`src/rtl/mem_access_ctrl_if.sv`:
```
// rtl/mem_access_ctrl_if.sv - request and main-memory bus bundle for mem_access_ctrl
interface mem_access_ctrl_if #(
  parameter int DATAWIDTH_BUS = 32
);
  logic                     MEM_ACCESS_CTRL_REQ_In;
  logic                     MEM_ACCESS_CTRL_WE_In;
  logic [DATAWIDTH_BUS-1:0] MEM_ACCESS_CTRL_ADDR_InBus;
  logic [DATAWIDTH_BUS-1:0] MEM_ACCESS_CTRL_WDATA_InBus;
  logic                     MEM_ACCESS_CTRL_ACK_In;
  logic [DATAWIDTH_BUS-1:0] MEM_ACCESS_CTRL_Data_InBus;
  logic [DATAWIDTH_BUS-1:0] MEM_ACCESS_CTRL_A_OutBus;
  logic [DATAWIDTH_BUS-1:0] MEM_ACCESS_CTRL_B_OutBus;
  logic                     MEM_ACCESS_CTRL_RD_Out;
  logic                     MEM_ACCESS_CTRL_WRMain_Out;
  logic [DATAWIDTH_BUS-1:0] MEM_ACCESS_CTRL_RDATA_OutBus;
  logic                     MEM_ACCESS_CTRL_BUSY_Out;
  logic                     MEM_ACCESS_CTRL_DONE_Out;
  logic                     MEM_ACCESS_CTRL_ERR_Out;

  // Controller side: takes requests and memory responses, drives the memory bus.
  modport master (
    input  MEM_ACCESS_CTRL_REQ_In, MEM_ACCESS_CTRL_WE_In,
    input  MEM_ACCESS_CTRL_ADDR_InBus, MEM_ACCESS_CTRL_WDATA_InBus,
    input  MEM_ACCESS_CTRL_ACK_In, MEM_ACCESS_CTRL_Data_InBus,
    output MEM_ACCESS_CTRL_A_OutBus, MEM_ACCESS_CTRL_B_OutBus,
    output MEM_ACCESS_CTRL_RD_Out, MEM_ACCESS_CTRL_WRMain_Out,
    output MEM_ACCESS_CTRL_RDATA_OutBus, MEM_ACCESS_CTRL_BUSY_Out,
    output MEM_ACCESS_CTRL_DONE_Out, MEM_ACCESS_CTRL_ERR_Out
  );

  // Environment side: control unit plus main memory.
  modport slave (
    output MEM_ACCESS_CTRL_REQ_In, MEM_ACCESS_CTRL_WE_In,
    output MEM_ACCESS_CTRL_ADDR_InBus, MEM_ACCESS_CTRL_WDATA_InBus,
    output MEM_ACCESS_CTRL_ACK_In, MEM_ACCESS_CTRL_Data_InBus,
    input  MEM_ACCESS_CTRL_A_OutBus, MEM_ACCESS_CTRL_B_OutBus,
    input  MEM_ACCESS_CTRL_RD_Out, MEM_ACCESS_CTRL_WRMain_Out,
    input  MEM_ACCESS_CTRL_RDATA_OutBus, MEM_ACCESS_CTRL_BUSY_Out,
    input  MEM_ACCESS_CTRL_DONE_Out, MEM_ACCESS_CTRL_ERR_Out
  );
endinterface

```
`src/rtl/mem_access_ctrl.sv`:
```
// rtl/mem_access_ctrl.sv - single-transfer main-memory initiator with ACK timeout
module mem_access_ctrl #(
  parameter int DATAWIDTH_BUS  = 32,
  parameter int TIMEOUT_CYCLES = 15,
  parameter int TIMEOUT_WIDTH  = 4
) (
  input  logic               MEM_ACCESS_CTRL_CLOCK_50,
  input  logic               MEM_ACCESS_CTRL_ResetInLow_In,
  mem_access_ctrl_if.master  bus
);

  typedef enum logic [1:0] {
    S_IDLE   = 2'd0,
    S_ACCESS = 2'd1,
    S_DONE   = 2'd2
  } state_t;

  localparam logic [DATAWIDTH_BUS-1:0] ZERO_WORD = '0;
  localparam logic [TIMEOUT_WIDTH-1:0] CNT_LAST  = TIMEOUT_WIDTH'(TIMEOUT_CYCLES - 1);
  localparam logic [TIMEOUT_WIDTH-1:0] CNT_ONE   = TIMEOUT_WIDTH'(1);

  state_t                   state;
  logic [TIMEOUT_WIDTH-1:0] wait_cnt;
  logic                     we_q;

  // Transfer FSM; every output is a register so nothing flows combinationally from inputs.
  always_ff @(posedge MEM_ACCESS_CTRL_CLOCK_50 or negedge MEM_ACCESS_CTRL_ResetInLow_In) begin
    if (!MEM_ACCESS_CTRL_ResetInLow_In) begin
      state                            <= S_IDLE;
      wait_cnt                         <= '0;
      we_q                             <= 1'b0;
      bus.MEM_ACCESS_CTRL_A_OutBus     <= ZERO_WORD;
      bus.MEM_ACCESS_CTRL_B_OutBus     <= ZERO_WORD;
      bus.MEM_ACCESS_CTRL_RD_Out       <= 1'b0;
      bus.MEM_ACCESS_CTRL_WRMain_Out   <= 1'b0;
      bus.MEM_ACCESS_CTRL_RDATA_OutBus <= ZERO_WORD;
      bus.MEM_ACCESS_CTRL_BUSY_Out     <= 1'b0;
      bus.MEM_ACCESS_CTRL_DONE_Out     <= 1'b0;
      bus.MEM_ACCESS_CTRL_ERR_Out      <= 1'b0;
    end else begin
      case (state)
        S_IDLE: begin
          bus.MEM_ACCESS_CTRL_RD_Out     <= 1'b0;
          bus.MEM_ACCESS_CTRL_WRMain_Out <= 1'b0;
          bus.MEM_ACCESS_CTRL_BUSY_Out   <= 1'b0;
          bus.MEM_ACCESS_CTRL_DONE_Out   <= 1'b0;
          bus.MEM_ACCESS_CTRL_ERR_Out    <= 1'b0;
          if (bus.MEM_ACCESS_CTRL_REQ_In) begin
            // The output address/data registers double as the request latch,
            // so they stay frozen until the next accepted request.
            bus.MEM_ACCESS_CTRL_A_OutBus   <= bus.MEM_ACCESS_CTRL_ADDR_InBus;
            bus.MEM_ACCESS_CTRL_B_OutBus   <= bus.MEM_ACCESS_CTRL_WDATA_InBus;
            we_q                           <= bus.MEM_ACCESS_CTRL_WE_In;
            wait_cnt                       <= '0;
            bus.MEM_ACCESS_CTRL_RD_Out     <= ~bus.MEM_ACCESS_CTRL_WE_In;
            bus.MEM_ACCESS_CTRL_WRMain_Out <= bus.MEM_ACCESS_CTRL_WE_In;
            bus.MEM_ACCESS_CTRL_BUSY_Out   <= 1'b1;
            state                          <= S_ACCESS;
          end
        end

        S_ACCESS: begin
          // ACK is checked first so it wins over a timeout on the same edge.
          if (bus.MEM_ACCESS_CTRL_ACK_In) begin
            if (!we_q) begin
              bus.MEM_ACCESS_CTRL_RDATA_OutBus <= bus.MEM_ACCESS_CTRL_Data_InBus;
            end
            bus.MEM_ACCESS_CTRL_RD_Out     <= 1'b0;
            bus.MEM_ACCESS_CTRL_WRMain_Out <= 1'b0;
            bus.MEM_ACCESS_CTRL_DONE_Out   <= 1'b1;
            bus.MEM_ACCESS_CTRL_ERR_Out    <= 1'b0;
            state                          <= S_DONE;
          end else if (wait_cnt == CNT_LAST) begin
            bus.MEM_ACCESS_CTRL_RD_Out     <= 1'b0;
            bus.MEM_ACCESS_CTRL_WRMain_Out <= 1'b0;
            bus.MEM_ACCESS_CTRL_DONE_Out   <= 1'b1;
            bus.MEM_ACCESS_CTRL_ERR_Out    <= 1'b1;
            state                          <= S_DONE;
          end else begin
            wait_cnt <= wait_cnt + CNT_ONE;
          end
        end

        S_DONE: begin
          bus.MEM_ACCESS_CTRL_DONE_Out <= 1'b0;
          bus.MEM_ACCESS_CTRL_ERR_Out  <= 1'b0;
          bus.MEM_ACCESS_CTRL_BUSY_Out <= 1'b0;
          state                        <= S_IDLE;
        end

        default: begin
          state <= S_IDLE;
        end
      endcase
    end
  end

endmodule

```
`src/flat_wrapper.sv`:
```
// flat-port wrapper written by rule: the top's interface ports become plain ports
module mem_access_ctrl_flat 
#(
  parameter int DATAWIDTH_BUS  = 32,
  parameter int TIMEOUT_CYCLES = 15,
  parameter int TIMEOUT_WIDTH  = 4
)
  (MEM_ACCESS_CTRL_CLOCK_50, MEM_ACCESS_CTRL_ResetInLow_In, bus_MEM_ACCESS_CTRL_REQ_In, bus_MEM_ACCESS_CTRL_WE_In, bus_MEM_ACCESS_CTRL_ADDR_InBus, bus_MEM_ACCESS_CTRL_WDATA_InBus, bus_MEM_ACCESS_CTRL_ACK_In, bus_MEM_ACCESS_CTRL_Data_InBus, bus_MEM_ACCESS_CTRL_A_OutBus, bus_MEM_ACCESS_CTRL_B_OutBus, bus_MEM_ACCESS_CTRL_RD_Out, bus_MEM_ACCESS_CTRL_WRMain_Out, bus_MEM_ACCESS_CTRL_RDATA_OutBus, bus_MEM_ACCESS_CTRL_BUSY_Out, bus_MEM_ACCESS_CTRL_DONE_Out, bus_MEM_ACCESS_CTRL_ERR_Out);
  mem_access_ctrl_if #(.DATAWIDTH_BUS(DATAWIDTH_BUS)) bus_i ();
  input  logic MEM_ACCESS_CTRL_CLOCK_50;
  input  logic MEM_ACCESS_CTRL_ResetInLow_In;
  input wire logic [$bits(bus_i.MEM_ACCESS_CTRL_REQ_In)-1:0] bus_MEM_ACCESS_CTRL_REQ_In;
  input wire logic [$bits(bus_i.MEM_ACCESS_CTRL_WE_In)-1:0] bus_MEM_ACCESS_CTRL_WE_In;
  input wire logic [$bits(bus_i.MEM_ACCESS_CTRL_ADDR_InBus)-1:0] bus_MEM_ACCESS_CTRL_ADDR_InBus;
  input wire logic [$bits(bus_i.MEM_ACCESS_CTRL_WDATA_InBus)-1:0] bus_MEM_ACCESS_CTRL_WDATA_InBus;
  input wire logic [$bits(bus_i.MEM_ACCESS_CTRL_ACK_In)-1:0] bus_MEM_ACCESS_CTRL_ACK_In;
  input wire logic [$bits(bus_i.MEM_ACCESS_CTRL_Data_InBus)-1:0] bus_MEM_ACCESS_CTRL_Data_InBus;
  output wire logic [$bits(bus_i.MEM_ACCESS_CTRL_A_OutBus)-1:0] bus_MEM_ACCESS_CTRL_A_OutBus;
  output wire logic [$bits(bus_i.MEM_ACCESS_CTRL_B_OutBus)-1:0] bus_MEM_ACCESS_CTRL_B_OutBus;
  output wire logic [$bits(bus_i.MEM_ACCESS_CTRL_RD_Out)-1:0] bus_MEM_ACCESS_CTRL_RD_Out;
  output wire logic [$bits(bus_i.MEM_ACCESS_CTRL_WRMain_Out)-1:0] bus_MEM_ACCESS_CTRL_WRMain_Out;
  output wire logic [$bits(bus_i.MEM_ACCESS_CTRL_RDATA_OutBus)-1:0] bus_MEM_ACCESS_CTRL_RDATA_OutBus;
  output wire logic [$bits(bus_i.MEM_ACCESS_CTRL_BUSY_Out)-1:0] bus_MEM_ACCESS_CTRL_BUSY_Out;
  output wire logic [$bits(bus_i.MEM_ACCESS_CTRL_DONE_Out)-1:0] bus_MEM_ACCESS_CTRL_DONE_Out;
  output wire logic [$bits(bus_i.MEM_ACCESS_CTRL_ERR_Out)-1:0] bus_MEM_ACCESS_CTRL_ERR_Out;
  assign bus_i.MEM_ACCESS_CTRL_REQ_In = bus_MEM_ACCESS_CTRL_REQ_In;
  assign bus_i.MEM_ACCESS_CTRL_WE_In = bus_MEM_ACCESS_CTRL_WE_In;
  assign bus_i.MEM_ACCESS_CTRL_ADDR_InBus = bus_MEM_ACCESS_CTRL_ADDR_InBus;
  assign bus_i.MEM_ACCESS_CTRL_WDATA_InBus = bus_MEM_ACCESS_CTRL_WDATA_InBus;
  assign bus_i.MEM_ACCESS_CTRL_ACK_In = bus_MEM_ACCESS_CTRL_ACK_In;
  assign bus_i.MEM_ACCESS_CTRL_Data_InBus = bus_MEM_ACCESS_CTRL_Data_InBus;
  assign bus_MEM_ACCESS_CTRL_A_OutBus = bus_i.MEM_ACCESS_CTRL_A_OutBus;
  assign bus_MEM_ACCESS_CTRL_B_OutBus = bus_i.MEM_ACCESS_CTRL_B_OutBus;
  assign bus_MEM_ACCESS_CTRL_RD_Out = bus_i.MEM_ACCESS_CTRL_RD_Out;
  assign bus_MEM_ACCESS_CTRL_WRMain_Out = bus_i.MEM_ACCESS_CTRL_WRMain_Out;
  assign bus_MEM_ACCESS_CTRL_RDATA_OutBus = bus_i.MEM_ACCESS_CTRL_RDATA_OutBus;
  assign bus_MEM_ACCESS_CTRL_BUSY_Out = bus_i.MEM_ACCESS_CTRL_BUSY_Out;
  assign bus_MEM_ACCESS_CTRL_DONE_Out = bus_i.MEM_ACCESS_CTRL_DONE_Out;
  assign bus_MEM_ACCESS_CTRL_ERR_Out = bus_i.MEM_ACCESS_CTRL_ERR_Out;
  mem_access_ctrl #(.DATAWIDTH_BUS(DATAWIDTH_BUS), .TIMEOUT_CYCLES(TIMEOUT_CYCLES), .TIMEOUT_WIDTH(TIMEOUT_WIDTH)) u_core (.MEM_ACCESS_CTRL_CLOCK_50(MEM_ACCESS_CTRL_CLOCK_50), .MEM_ACCESS_CTRL_ResetInLow_In(MEM_ACCESS_CTRL_ResetInLow_In), .bus(bus_i));
endmodule
```
`config.mk`:
```
export PLATFORM = sky130hd
export DESIGN_NAME = mem_access_ctrl_flat
export DESIGN_NICKNAME = d
export VERILOG_FILES = /design/src/rtl/mem_access_ctrl_if.sv /design/src/rtl/mem_access_ctrl.sv /design/src/flat_wrapper.sv
export SDC_FILE = /design/constraint.sdc
export NUM_CORES = 1
export LEC_CHECK = 0
export ABC_AREA = 1
export CAP_MARGIN = 25
export CORE_UTILIZATION = 41
export CTS_CLUSTER_DIAMETER = 50
export DETAILED_ROUTE_END_ITERATION = 6
export PLACE_DENSITY_LB_ADDON = 0.2
export SYNTH_ARGS = -nofsm -noshare
export SYNTH_HDL_FRONTEND = slang
export SYNTH_SLANG_ARGS = --single-unit
```
`constraint.sdc`:
```
create_clock -name MEM_ACCESS_CTRL_CLOCK_50 -period 1.6 [get_ports MEM_ACCESS_CTRL_CLOCK_50]
set_input_delay 0.16 -clock MEM_ACCESS_CTRL_CLOCK_50 [delete_from_list [all_inputs] [get_ports MEM_ACCESS_CTRL_CLOCK_50]]
set_output_delay 0.16 -clock MEM_ACCESS_CTRL_CLOCK_50 [all_outputs]
set_load 0.02 [all_outputs]
```
==> results.txt <==
- The clock passes through at most 2 buffers.
- Mapped Area: 4380 µm²
* Yosys warns: 0
- Starting density of the core: 0.425
* Number of filler cells placed in the layout: 878
* Met2 wire len: 5130 µm
* EDFF count, synth: 0
- Across all hold checks on the routed design, the worst slack comes to 290 ps.
* Global-route wire length before repair: 17400 µm
* Antenna violations before repair: 0
- The share of total power dissipated in the clock network is 0.121.
* N_diodes: 0
- Placeable core region: 10300 µm²
- Worst reg2reg path depth: 8
- TritonCTS built the clock tree.
* Non-filler instance count after layout: 816
- Combinational cell fraction of total power: 0.514
* Classification of the worst setup path: reg2out
* Pin count of the biggest net entering global routing: 49
* CTS Root Cell: sky130_fd_sc_hd__clkbuf_8
* R2R Setup Slk: 180 ps
- Number of different library cells in the post-synthesis netlist: 17
- Worst path slowest cell: sky130_fd_sc_hd__clkdlybuf4s50_1
* Relative area change from synthesis to final layout: 53.3%
- Number of max-capacitance violations reported: 0
* TritonCTS buffer count: 9
- Share of flip-flops with an asynchronous set or reset after synthesis: 1.00
* Internal power: 7.64 mW
* Height of the die: 105 µm
- Transition time at the pin with the least slew margin: 450 ps
- Vias per cell: 4.44
* Top layer used by detailed routing: met4
- Total power of the final layout: 12.8 mW
- Including well taps, the total number of placed cells is 799.
- Die area: 11100 µm²
* Clock latency on the worst-skew pair: 350 ps
* Largest voltage drop on the vdd net: 0.994 mV
- Number of input and output port buffers inserted: 201
* Relative slew slack: 0.700
- The signal on the critical path passes through clkdlybuf4s50_1.
- Total global routing overflow: 0
- In the synthesized netlist the dominant register cell turns out to be sky130_fd_sc_hd__dfrtp_1.
- Proportion of layout cells with a drive suffix above 1: 0.0926
- Yosys reg bits: 108
- Summing over every cut layer, the via total after detailed routing is 3620.
* Post-DP HPWL: 7850 µm
* Post-Syn Instances: 473
- # setup viols final: 0
- Routability-driven placement finished with a final weighted congestion of 0.757.
* Outcome: complete, no violations
* Commonest cells in the netlist: sky130_fd_sc_hd__nand2_1, sky130_fd_sc_hd__dfrtp_1, sky130_fd_sc_hd__inv_1
* Router iterations before antenna repair: 4
- The analysis attributes to net switching a power of 5.15 mW.
* Largest stage delay on the critical path: 650 ps
* Detailed Route WL: 10500 µm
* Final worst path period share: 0.952
- From left edge to right edge, the die measures 105 µm.
- Unrepaired setup endpoints after global routing: false
- The number of failing hold endpoints at the final stage was 0.
* Clock transition at the register clock pins on the worst setup and hold paths after CTS: 100 ps
- Number of H-tree levels: 3
- Data required time of the worst path: 1440 ps
* Row count: 37
* Routed met3 length: 775 µm
* Class of the tightest hold or removal check: in2async
* Depth of the critical timing path with buffers and inverters included: 1
* Routed metal-1 wirelength: 4430 µm
- Post-detailed-route DRC marker count: 0
* RR Startpoint: u_core.wait_cnt[0]$_DFFE_PN0P_
- Of the total power, registers draw 0.365.
- Count of clock tree sinks: 108
* Buffers and inverters on the worst path: 1
* Total routing usage reported by global routing: 0.198
- Top delay family on crit path: buffers and inverters
- Largest fanout on the critical path: 2
- Setup crit end kind: primary output
* Data arrival, critical path: 1360 ps
- Cells taking the most area after synthesis: sky130_fd_sc_hd__dfrtp_1, sky130_fd_sc_hd__nand2_1, sky130_fd_sc_hd__o21ai_2
- The most common cell in the synthesized netlist is sky130_fd_sc_hd__nand2_1.
* Area share of the largest cell type after synthesis: 0.617
- Synthesis produced a netlist with a net count of 576.
* Final setup skew: 15.0 ps
- Across the whole layout, storage elements account for 2700 µm².
- Power Dens Cells: 1900 nW/µm²
- For this design the static power due to leakage is 3.35 nW.
- Setup bufs post-CTS: 0
- After layout, the minimum clock period comes to 1520 ps.
- Based on the critical path, the design can be clocked at up to 656 MHz.
- In the final layout, the multi-input gates occupy 1350 µm².
- Switching share of power: 0.403
- Number of global-route vias before repair: 3623
- Routed length per placed instance: 12.9 µm
- Syn Area/Cell: 9.27 µm²
- For this block, the initial DRC count from the detailed router was 181.
* Total number of nets in the final design: 778
* Critical Path Start Type: flip-flop
- Once detail routing completed, the nets flagged for antenna violations numbered 0.
- R2r endpoint: u_core.bus.MEM_ACCESS_CTRL_DONE_Out$_DFFE_PN0P_
* Cell type with the largest total area after synthesis: sky130_fd_sc_hd__dfrtp_1
* Summed negative setup slack over all endpoints: 0 ps
* Share of synthesized area occupied by flip-flops and latches: 0.617
- Total count of max-transition violations in the final report: 0
* Ports placed on the boundary: 202
## how the worst max path moves through the flow
stage,slack (ps),to,start
final,80,bus_MEM_ACCESS_CTRL_RDATA_OutBus[15],u_core.bus.MEM_ACCESS_CTRL_RDATA_OutBus[15]$_DFFE_PN0P_
after global routing,10,bus_MEM_ACCESS_CTRL_RDATA_OutBus[15],u_core.bus.MEM_ACCESS_CTRL_RDATA_OutBus[15]$_DFFE_PN0P_
after CTS,60,bus_MEM_ACCESS_CTRL_RDATA_OutBus[15],u_core.bus.MEM_ACCESS_CTRL_RDATA_OutBus[15]$_DFFE_PN0P_
after detailed placement,150,u_core.bus.MEM_ACCESS_CTRL_DONE_Out$_DFFE_PN0P_,bus_MEM_ACCESS_CTRL_ACK_In
after global placement,170,u_core.bus.MEM_ACCESS_CTRL_RDATA_OutBus[18]$_DFFE_PN0P_,bus_MEM_ACCESS_CTRL_ACK_In
after floorplan,390,u_core.bus.MEM_ACCESS_CTRL_RD_Out$_DFFE_PN0P_,u_core.wait_cnt[0]$_DFFE_PN0P_
## power groups by stage
stage / sequential [mW] / combinational, mW / clock (mW)
after floorplan: 6.13 / 2.02 / 0
after global placement: 4.67 / 6.50 / 0
after detailed placement: 4.71 / 6.63 / 0
after CTS: 4.68 / 6.65 / 1.60
after global routing: 4.84 / 7.10 / 1.70
final: 4.67 / 6.57 / 1.55
## sequential cells by signal (all words and copies together) (netlist names)
signal / cells
u_core.bus.MEM_ACCESS_CTRL_WRMain_Out: 1
u_core.bus.MEM_ACCESS_CTRL_RDATA_OutBus: 32
u_core.bus.MEM_ACCESS_CTRL_ERR_Out: 1
u_core.bus.MEM_ACCESS_CTRL_A_OutBus: 32
u_core.wait_cnt: 4
u_core.we_q: 1
u_core.bus.MEM_ACCESS_CTRL_BUSY_Out: 1
u_core.bus.MEM_ACCESS_CTRL_DONE_Out: 1
u_core.state: 2
u_core.bus.MEM_ACCESS_CTRL_B_OutBus: 32
u_core.bus.MEM_ACCESS_CTRL_RD_Out: 1
## area by class of cell
type	count	share of cell area
clock buffer	10	0.0205
clock inverter	6	0.00670
inverter	43	0.0240
multi-input combinational	302	0.201
sequential	108	0.402
tap	136	0.0253
timing repair buffer	211	0.320
## what timing repair did
action,CTS,global route
hold endpoints to repair,31,0
gates resized for setup,0,0
hold buffers,1,0
## layer usage
metal  global-route usage  vias to the layer above
li1                     -                     1814
met3               0.0538                       14
met4               0.0614                        0
met1                0.249                     1674
met5                    0                        -
met2                0.334                      118
## placed cells by master (no fill, tap or decap), drive strengths merged
master         count
buf               10
clkbuf            10
clkdlybuf4s50    200
clkinv             3
dfrtp            108
dlygate4sd3        1
ha                 2
inv               46
nand2            252
nand3              4
nor2               5
o21ai             37
or2                1
xnor2              1
## kinds of logic (layout without fill, tap and decap cells)
| family | Yosys count | count (layout) | share of synthesized area |
|---|---|---|---|
| AND/OR/NAND/NOR | 262 | 262 | 0.231 |
| XOR/XNOR | 1 | 1 | 0.00200 |
| buffers and inverters | 63 | 270 | 0.0748 |
| AO/OA/AOI/OAI | 37 | 37 | 0.0697 |
| flip-flops | 108 | 108 | 0.617 |
| adder cells (fa/ha/maj) | 2 | 2 | 0.00571 |
## stage by stage
step | worst slack (ps) | utilization | area, µm²
6_report | 76.3 | 0.651 | 6720
5_1_grt | 10.9 | 0.651 | 6720
4_1_cts | 56.6 | 0.651 | 6720
3_5_place_dp | 154 | 0.632 | 6530
3_3_place_gp | 169 | 0.632 | 6530
2_1_floorplan | 390 | - | 4380
Note: power is estimated with default switching activity, not from simulation.
